<file path="config.mk">
export PLATFORM = sky130hd
export DESIGN_NAME = uart_flat
export DESIGN_NICKNAME = d
export VERILOG_FILES = /design/src/rtl/uart_pkg.sv /design/src/rtl/uart_if.sv /design/src/rtl/uart_rx.sv /design/src/rtl/uart.sv /design/src/flat_wrapper.sv
export SDC_FILE = /design/constraint.sdc
export NUM_CORES = 1
export LEC_CHECK = 0
export ABC_CLOCK_PERIOD_IN_PS = 5100
export CORE_ASPECT_RATIO = 0.75
export CORE_UTILIZATION = 55
export CTS_CLUSTER_DIAMETER = 120
export DETAILED_ROUTE_END_ITERATION = 16
export GPL_ROUTABILITY_DRIVEN = 0
export PLACE_DENSITY = 0.82
export SYNTH_ARGS = -nofsm -noshare
export SYNTH_HDL_FRONTEND = slang
export SYNTH_SLANG_ARGS = --single-unit
</file>
<file path="constraint.sdc">
create_clock -name clk -period 5.1 [get_ports clk]
set_clock_uncertainty 0.2 [all_clocks]
set_input_delay 1.02 -clock clk [delete_from_list [all_inputs] [get_ports clk]]
set_output_delay 1.02 -clock clk [all_outputs]
set_load 0.05 [all_outputs]
</file>
<file path="src/rtl/uart_pkg.sv">
// UART shared constants: register offsets, bit indices, FSM states.
// Used by uart, uart_rx (built only with UART_RX_EN) and the bench.
package uart_pkg;

    localparam logic [4:0] OFF_CTRL    = 5'h00;
    localparam logic [4:0] OFF_BAUD    = 5'h04;
    localparam logic [4:0] OFF_STATUS  = 5'h08;
    localparam logic [4:0] OFF_RX_DATA = 5'h0C;
    localparam logic [4:0] OFF_TX_DATA = 5'h10;

    localparam int CTRL_EN         = 1;
    localparam int ST_TX_BUSY      = 0;
    localparam int ST_RX_VALID     = 1;
    localparam int ST_RX_OVERRUN   = 2;
    localparam int ST_RX_FRAME_ERR = 3;

    typedef enum logic [1:0] {
        ST_IDLE,
        ST_START,
        ST_DATA,
        ST_STOP
    } uart_state_t;

    // A bit must last at least two clocks so the half-bit point exists.
    function automatic logic [15:0] bit_period(input logic [15:0] baud);
        return (baud < 16'd2) ? 16'd2 : baud;
    endfunction

endpackage

</file>
<file path="src/rtl/uart_if.sv">
// Register bus between a bus master and the UART.
// One access per ready pulse; data_o is valid only while ready is high.
interface uart_if;

    logic        select;
    logic [3:0]  wstrb;
    logic [4:0]  addr;
    logic [31:0] data_i;
    logic        ready;
    logic [31:0] data_o;

    modport master (
        output select, wstrb, addr, data_i,
        input  ready, data_o
    );

    modport slave (
        input  select, wstrb, addr, data_i,
        output ready, data_o
    );

endinterface

</file>
<file path="src/rtl/uart_rx.sv">
// UART receiver: synchronizer, frame FSM and RX status flags.
// Instantiated by uart only when UART_RX_EN is defined.
module uart_rx
    import uart_pkg::*;
(
    input  logic        clk,
    input  logic        reset,
    input  logic        en,
    input  logic [15:0] baud,
    input  logic        rx,
    input  logic        rd_data,
    input  logic        clr_overrun,
    input  logic        clr_frame_err,
    output logic [7:0]  rx_data,
    output logic        rx_valid,
    output logic        rx_overrun,
    output logic        rx_frame_err
);

    logic        sync1, sync2, sync3;
    uart_state_t state, state_next;
    logic [15:0] cnt, cnt_next;
    logic [15:0] period, period_next;
    logic [2:0]  bit_idx, bit_idx_next;
    logic [7:0]  shift, shift_next;
    logic        done;

    // Two-flop synchronizer plus one history flop for edge detection.
    always_ff @(posedge clk) begin
        if (reset) begin
            sync1 <= 1'b1;
            sync2 <= 1'b1;
            sync3 <= 1'b1;
        end else begin
            sync1 <= rx;
            sync2 <= sync1;
            sync3 <= sync2;
        end
    end

    // Frame FSM and datapath registers.
    always_ff @(posedge clk) begin
        if (reset) begin
            state   <= ST_IDLE;
            cnt     <= '0;
            period  <= 16'd2;
            bit_idx <= '0;
            shift   <= '0;
        end else begin
            state   <= state_next;
            cnt     <= cnt_next;
            period  <= period_next;
            bit_idx <= bit_idx_next;
            shift   <= shift_next;
        end
    end

    // Next-state: recheck start at half bit, sample data at bit centres.
    always_comb begin
        state_next   = state;
        cnt_next     = cnt + 16'd1;
        period_next  = period;
        bit_idx_next = bit_idx;
        shift_next   = shift;
        done         = 1'b0;
        if (!en) begin
            state_next = ST_IDLE;
            cnt_next   = '0;
        end else begin
            unique case (state)
                ST_IDLE: begin
                    cnt_next = '0;
                    if (sync3 && !sync2) begin
                        state_next  = ST_START;
                        period_next = bit_period(baud);
                    end
                end
                ST_START: begin
                    if (cnt == {1'b0, period[15:1]} - 16'd1) begin
                        cnt_next     = '0;
                        bit_idx_next = '0;
                        state_next   = sync2 ? ST_IDLE : ST_DATA;
                    end
                end
                ST_DATA: begin
                    if (cnt == period - 16'd1) begin
                        cnt_next     = '0;
                        shift_next   = {sync2, shift[7:1]};
                        bit_idx_next = bit_idx + 3'd1;
                        if (bit_idx == 3'd7) begin
                            state_next = ST_STOP;
                        end
                    end
                end
                ST_STOP: begin
                    if (cnt == period - 16'd1) begin
                        cnt_next   = '0;
                        done       = 1'b1;
                        state_next = ST_IDLE;
                    end
                end
                default: state_next = ST_IDLE;
            endcase
        end
    end

    // Received byte and flags; a completing byte beats a same-edge read.
    always_ff @(posedge clk) begin
        if (reset) begin
            rx_data      <= '0;
            rx_valid     <= 1'b0;
            rx_overrun   <= 1'b0;
            rx_frame_err <= 1'b0;
        end else begin
            if (done) begin
                rx_data  <= shift;
                rx_valid <= 1'b1;
            end else if (rd_data) begin
                rx_valid <= 1'b0;
            end
            if (done && rx_valid && !rd_data) begin
                rx_overrun <= 1'b1;
            end else if (clr_overrun) begin
                rx_overrun <= 1'b0;
            end
            if (done && !sync2) begin
                rx_frame_err <= 1'b1;
            end else if (clr_frame_err) begin
                rx_frame_err <= 1'b0;
            end
        end
    end

endmodule

</file>
<file path="src/rtl/uart.sv">
// UART top: register bus, transmitter, optional receiver.
// Define UART_RX_EN to build the receiver (uart_rx).
module uart
    import uart_pkg::*;
#(
    parameter logic [15:0] DEFAULT_BAUD = 16'd434
) (
    input  logic clk,
    input  logic reset,
    uart_if.slave bus,
    input  logic rx,
    output logic tx
);

    logic        en, en_next;
    logic [15:0] baud;
    logic        access, wr, rd;
    logic [4:0]  reg_addr;
    logic [31:0] rdata;
    logic        tx_busy, tx_start;
    logic [7:0]  rx_data;
    logic        rx_valid, rx_overrun, rx_frame_err;

    uart_state_t tx_state, tx_state_next;
    logic [15:0] tx_cnt, tx_cnt_next;
    logic [15:0] tx_period, tx_period_next;
    logic [2:0]  tx_bit, tx_bit_next;
    logic [7:0]  tx_shift, tx_shift_next;
    logic        tx_next;

    assign access   = bus.select & ~bus.ready;
    assign wr       = access & (bus.wstrb != 4'd0);
    assign rd       = access & (bus.wstrb == 4'd0);
    assign reg_addr = {bus.addr[4:2], 2'b00};
    assign tx_busy  = (tx_state != ST_IDLE);
    assign tx_start = wr && (reg_addr == OFF_TX_DATA)
                      && bus.wstrb[0] && en && !tx_busy;

    // Enable as it will be after this edge, so aborts act immediately.
    always_comb begin
        en_next = en;
        if (wr && reg_addr == OFF_CTRL && bus.wstrb[0]) begin
            en_next = bus.data_i[CTRL_EN];
        end
    end

    // Read data mux; unmapped and write-only offsets read zero.
    always_comb begin
        rdata = '0;
        case (reg_addr)
            OFF_CTRL:    rdata[CTRL_EN] = en;
            OFF_BAUD:    rdata[15:0] = baud;
            OFF_STATUS: begin
                rdata[ST_TX_BUSY]      = tx_busy;
                rdata[ST_RX_VALID]     = rx_valid;
                rdata[ST_RX_OVERRUN]   = rx_overrun;
                rdata[ST_RX_FRAME_ERR] = rx_frame_err;
            end
            OFF_RX_DATA: rdata[7:0] = rx_data;
            default:     rdata = '0;
        endcase
    end

    // Bus handshake, read data and control registers.
    always_ff @(posedge clk) begin
        if (reset) begin
            bus.ready  <= 1'b0;
            bus.data_o <= '0;
            en         <= 1'b0;
            baud       <= DEFAULT_BAUD;
        end else begin
            bus.ready  <= bus.select & ~bus.ready;
            bus.data_o <= rd ? rdata : 32'd0;
            en         <= en_next;
            if (wr && reg_addr == OFF_BAUD) begin
                if (bus.wstrb[0]) baud[7:0]  <= bus.data_i[7:0];
                if (bus.wstrb[1]) baud[15:8] <= bus.data_i[15:8];
            end
        end
    end

    // Transmitter FSM and datapath registers.
    always_ff @(posedge clk) begin
        if (reset) begin
            tx_state  <= ST_IDLE;
            tx_cnt    <= '0;
            tx_period <= 16'd2;
            tx_bit    <= '0;
            tx_shift  <= '0;
            tx        <= 1'b1;
        end else begin
            tx_state  <= tx_state_next;
            tx_cnt    <= tx_cnt_next;
            tx_period <= tx_period_next;
            tx_bit    <= tx_bit_next;
            tx_shift  <= tx_shift_next;
            tx        <= tx_next;
        end
    end

    // Transmitter next-state: start, 8 data bits LSB first, stop.
    always_comb begin
        tx_state_next  = tx_state;
        tx_cnt_next    = tx_cnt + 16'd1;
        tx_period_next = tx_period;
        tx_bit_next    = tx_bit;
        tx_shift_next  = tx_shift;
        tx_next        = tx;
        if (!en_next) begin
            tx_state_next = ST_IDLE;
            tx_cnt_next   = '0;
            tx_next       = 1'b1;
        end else begin
            unique case (tx_state)
                ST_IDLE: begin
                    tx_cnt_next = '0;
                    tx_next     = 1'b1;
                    if (tx_start) begin
                        tx_state_next  = ST_START;
                        tx_period_next = bit_period(baud);
                        tx_shift_next  = bus.data_i[7:0];
                        tx_next        = 1'b0;
                    end
                end
                ST_START: begin
                    if (tx_cnt == tx_period - 16'd1) begin
                        tx_cnt_next   = '0;
                        tx_bit_next   = '0;
                        tx_state_next = ST_DATA;
                        tx_next       = tx_shift[0];
                    end
                end
                ST_DATA: begin
                    if (tx_cnt == tx_period - 16'd1) begin
                        tx_cnt_next = '0;
                        if (tx_bit == 3'd7) begin
                            tx_state_next = ST_STOP;
                            tx_next       = 1'b1;
                        end else begin
                            tx_bit_next   = tx_bit + 3'd1;
                            tx_shift_next = {1'b0, tx_shift[7:1]};
                            tx_next       = tx_shift[1];
                        end
                    end
                end
                ST_STOP: begin
                    if (tx_cnt == tx_period - 16'd1) begin
                        tx_cnt_next   = '0;
                        tx_state_next = ST_IDLE;
                    end
                end
                default: tx_state_next = ST_IDLE;
            endcase
        end
    end

`ifdef UART_RX_EN
    logic rd_rx_data, clr_overrun, clr_frame_err;
    logic unused_bits;

    assign rd_rx_data    = rd && (reg_addr == OFF_RX_DATA);
    assign clr_overrun   = wr && (reg_addr == OFF_STATUS) && bus.wstrb[0]
                           && bus.data_i[ST_RX_OVERRUN];
    assign clr_frame_err = wr && (reg_addr == OFF_STATUS) && bus.wstrb[0]
                           && bus.data_i[ST_RX_FRAME_ERR];
    assign unused_bits   = ^{bus.data_i[31:16], bus.wstrb[3:2], bus.addr[1:0]};

    uart_rx u_rx (
        .clk           (clk),
        .reset         (reset),
        .en            (en),
        .baud          (baud),
        .rx            (rx),
        .rd_data       (rd_rx_data),
        .clr_overrun   (clr_overrun),
        .clr_frame_err (clr_frame_err),
        .rx_data       (rx_data),
        .rx_valid      (rx_valid),
        .rx_overrun    (rx_overrun),
        .rx_frame_err  (rx_frame_err)
    );
`else
    logic unused_bits;

    assign rx_data      = '0;
    assign rx_valid     = 1'b0;
    assign rx_overrun   = 1'b0;
    assign rx_frame_err = 1'b0;
    assign unused_bits  = ^{bus.data_i[31:16], bus.wstrb[3:2],
                            bus.addr[1:0], rx};
`endif

endmodule

</file>
<file path="src/flat_wrapper.sv">
// flat-port wrapper written by rule: the top's interface ports become plain ports
module uart_flat import uart_pkg::*;
#(
    parameter logic [15:0] DEFAULT_BAUD = 16'd434
)
  (clk, reset, rx, tx, bus_select, bus_wstrb, bus_addr, bus_data_i, bus_ready, bus_data_o);
  uart_if bus_i ();
  input  logic clk;
  input  logic reset;
  input  logic rx;
  output logic tx;
  input wire logic [$bits(bus_i.select)-1:0] bus_select;
  input wire logic [$bits(bus_i.wstrb)-1:0] bus_wstrb;
  input wire logic [$bits(bus_i.addr)-1:0] bus_addr;
  input wire logic [$bits(bus_i.data_i)-1:0] bus_data_i;
  output wire logic [$bits(bus_i.ready)-1:0] bus_ready;
  output wire logic [$bits(bus_i.data_o)-1:0] bus_data_o;
  assign bus_i.select = bus_select;
  assign bus_i.wstrb = bus_wstrb;
  assign bus_i.addr = bus_addr;
  assign bus_i.data_i = bus_data_i;
  assign bus_ready = bus_i.ready;
  assign bus_data_o = bus_i.data_o;
  uart #(.DEFAULT_BAUD(DEFAULT_BAUD)) u_core (.clk(clk), .reset(reset), .bus(bus_i), .rx(rx), .tx(tx));
endmodule
</file>
==> results_dict.tcl <==
set metrics [dict create \
    worstSetupPathType "in -> reg" \
    top_usage_layer "met2" \
    worstMarginPinSlew_ps 742.8 \
    vias 3178 \
    synth_compound_area_share_pct 12.54 \
    syn_inst 435 \
    dp_hpwl_microns 6181 \
    combPwrFrac_pct 5.6 \
    synth_most_common_cell "dfxtp_1" \
    firstDrtPassIters 4 \
    syn_area_sq_um 3862 \
    synthMuxAreaShare_pct 4.924 \
    synth_area_leaders "dfxtp_1 41%, nand2_1 5.3%, mux2i_1 4.9%" \
    syn_to_final_growth_pct 16.42 \
    synth_ff_type "dfxtp_1" \
    htree_levels 3 \
    pwr-share-seq_pct 51.4 \
    tns_ps 0 \
    place_area_sq_um 4272 \
    syn_avg_cell_area_sq_um 8.879 \
    die_area_sq_um 7365 \
    hold_path_class "reg -> reg" \
    drv_slew 0 \
    diodes 0 \
    seq_area_sq_um 1602 \
    final_cell_area_sq_um 4497 \
    grt_pass1_vias 3010 \
    initial_core_util_pct 56.81 \
    grt_pass1_wl_microns 14260 \
    setup_viol 0 \
    power.share.switching_pct 23.85 \
    crit_required_ps 5210 \
    arrival_ps 3750 \
    antenna_found_initial 0 \
    status "complete, no violations" \
    cts_resized 0 \
    vias_per_cell 5.635 \
    core_area_sq_um 6799 \
    grt_use_met3_pct 7.143 \
    cts_setup_buffers 0 \
    fin_nets 529 \
    p_leak_uw 0.001716 \
    cp_max_fo 18 \
    peakVddDrop_uv 138.3 \
    cts_made_buffers 9 \
    clockPowerShare_pct 43.0 \
    wl_per_cell_microns 15.02 \
    worstSetupEndpointType "flip-flop" \
    grt_util_met1_pct 31.57 \
    post-route-min-period_ps 3636 \
    timing.final.ws_setup_ps 1464 \
    fillers 571 \
    synth_top_area_cell "dfxtp_1" \
    pre_cts_ws_ps 1146 \
    grt_overflow 0 \
    fmax_mhz 275.0 \
    grt_setup_unrepaired "no" \
    synthAdderAreaFrac_pct 2.915 \
    period_share_pct 71.29 \
    drt_iter0_markers 202 \
    ys_ff_latch 80 \
    timing.slew.headroom_pct 50.07 \
    async_flop_share_pct 0 \
    clock_latency_ps 360 \
    synth-edff-count 0 \
    yosys_warnings 0 \
    track_usage_pct 25.03 \
    multi_input_area_sq_um 2078 \
    yosysSeqAreaShare_pct 41.46 \
    pin_count 79 \
    synth-simple-area-share_pct 23.94 \
    cts_sinks 80 \
    slowest_delay_ps 650 \
    p_switching_uw 291.2 \
    internal_power_uw 929.7 \
    grt_use_met2_pct 42.11 \
    crit_family "simple AND/OR/NAND/NOR gates" \
    clkSlewWorstSetupHoldPaths_ps 90 \
    cp-start-kind "primary input" \
    finalWirelength_microns 8471 \
    synth-xor-area-share_pct 7.937 \
    cp_slowest_cell "or4b_2" \
    final_antenna_net_count 0 \
    synth.top_cells.by_count "80 x dfxtp_1, 55 x nand2_1, 46 x nor2_1" \
    fin_util_pct 66.14 \
    portBuffers 43 \
    cap_violations 0 \
    cts_hold_buffers 0 \
    rows 26 \
    cts.path.max_buffers 2 \
    powerDensity_nw_per_um2 271.5 \
    cts_tree "yes" \
    cpMostUsedCell "nand2_1" \
    grt_max_degree 33 \
    route.detailed.drc 0 \
    die_y_microns 74.58 \
    synth_top_area_share_pct 41.46 \
    die_w_microns 98.77 \
    crit_chain "clkdlybuf4s50_1 -> nand2b_1 -> or4b_2 -> nor2_1 -> nand2_1 -> buf_4 -> clkinv_1 -> nand2_1 -> nand2_2 -> o221a_1" \
    drive_gt1_share_pct 7.500 \
    finalHoldViolCount 0 \
    path_buf_inv 3 \
    synth.distinct_cells 62 \
    synth_top_family_by_area "simple AND/OR/NAND/NOR gates" \
    cts-root-buf "clkbuf_8" \
]
[worst min-delay path, cell delays in order (launching register included)]
cell and delay, ps:
dfxtp_1 320, nand3_1 60, a21oi_1 50
[per-layer routing]
metal	vias to the layer above	routed length, microns
met5	-	0
met4	0	133
met3	19	519
met2	104	3957
met1	1490	3860
li1	1565	-
[sequential cells by signal, indices dropped and copies added, names as in the netlist]
signal and cells:
u_core.tx_state 2, u_core.en 1, u_core.tx_cnt 16, u_core.tx_bit 3
u_core.bus.data_o 16, u_core.bus.ready 1, u_core.tx_period 16, u_core.tx_shift 8
u_core.baud 16, u_core.tx 1
[cell usage in the layout (no fill, tap or decap), types with 2 or more instances in the layout]
| cell type | netlist | final |
|---|---|---|
| a21oi_1 | 21 | 21 |
| or2_2 | 2 | 2 |
| xor2_1 | 19 | 19 |
| clkbuf_8 | 1 | 9 |
| and3_1 | 4 | 4 |
| nand2_1 | 55 | 55 |
| nor4_2 | 2 | 2 |
| o22ai_1 | 2 | 2 |
| nor2_1 | 46 | 46 |
| nand4b_2 | 2 | 2 |
| dfxtp_1 | 80 | 80 |
| ha_1 | 9 | 9 |
| a31oi_1 | 4 | 4 |
| inv_1 | 8 | 8 |
| conb_1 | 1 | 16 |
| nor3_1 | 11 | 11 |
| nand3_1 | 13 | 13 |
| a311oi_1 | 2 | 2 |
| nand3b_1 | 2 | 2 |
| clkinvlp_4 | 0 | 2 |
| mux2i_1 | 19 | 19 |
| or3_1 | 2 | 2 |
| o21ai_0 | 4 | 4 |
| nand4_1 | 8 | 8 |
| o21a_1 | 8 | 8 |
| buf_4 | 16 | 3 |
| nor4_1 | 6 | 6 |
| nand2b_1 | 4 | 4 |
| xnor2_1 | 16 | 16 |
| a211oi_1 | 2 | 2 |
| or4_1 | 3 | 3 |
| and2_1 | 15 | 15 |
| inv_6 | 0 | 2 |
| o221a_1 | 7 | 7 |
| a32o_1 | 2 | 2 |
| clkdlybuf4s50_1 | 0 | 43 |
| bufinv_16 | 0 | 2 |
[power by group through the flow]
stage	Clock, uW	Combinational (uW)	Sequential, uW
floorplan	0	49.1	644
global placement	0	67.3	643
detailed placement	0	67.7	643
CTS	534	67.8	628
global route	562	72.1	628
finish	525	68.2	628
[logic make-up (layout without fill, tap and decap cells)]
logic type,count (synthesis),after routing
other cells,1,16
mux,19,19
xor+xnor,35,35
fa+ha+maj,9,9
simple gates,184,184
buf+inv,41,71
compound gates,66,66
flops,80,80
[per-stage QoR]
stage,power [uW],instances,hold WS (ps)
final,1221,564,275.2
after global routing,1263,564,295.1
after CTS,1230,564,275.4
after detailed placement,710.3,548,262.7
after global placement,709.8,548,261.8
after floorplan,692.9,450,243.8
[worst paths after layout]
kind	startpoint	slack (ps)	to	cells past startpoint
max	bus_select	1460	u_core.tx_shift[3]	10
min	u_core.tx_shift[7]	280	u_core.tx_shift[7]	2
max reg2reg	u_core.tx_period[0]	1750	u_core.tx_shift[3]	8
min reg2reg	u_core.tx_shift[7]	280	u_core.tx_shift[7]	2
[layout make-up]
class | count | area share, %
clock buffers | 9 | 2.755
multi-input cells | 329 | 46.22
well taps | 84 | 2.337
flip-flops and latches | 80 | 35.62
repair buffers | 46 | 10.07
inverters | 9 | 0.7513
clock inverters | 7 | 2.254
Power figures use the tool's default switching activity.
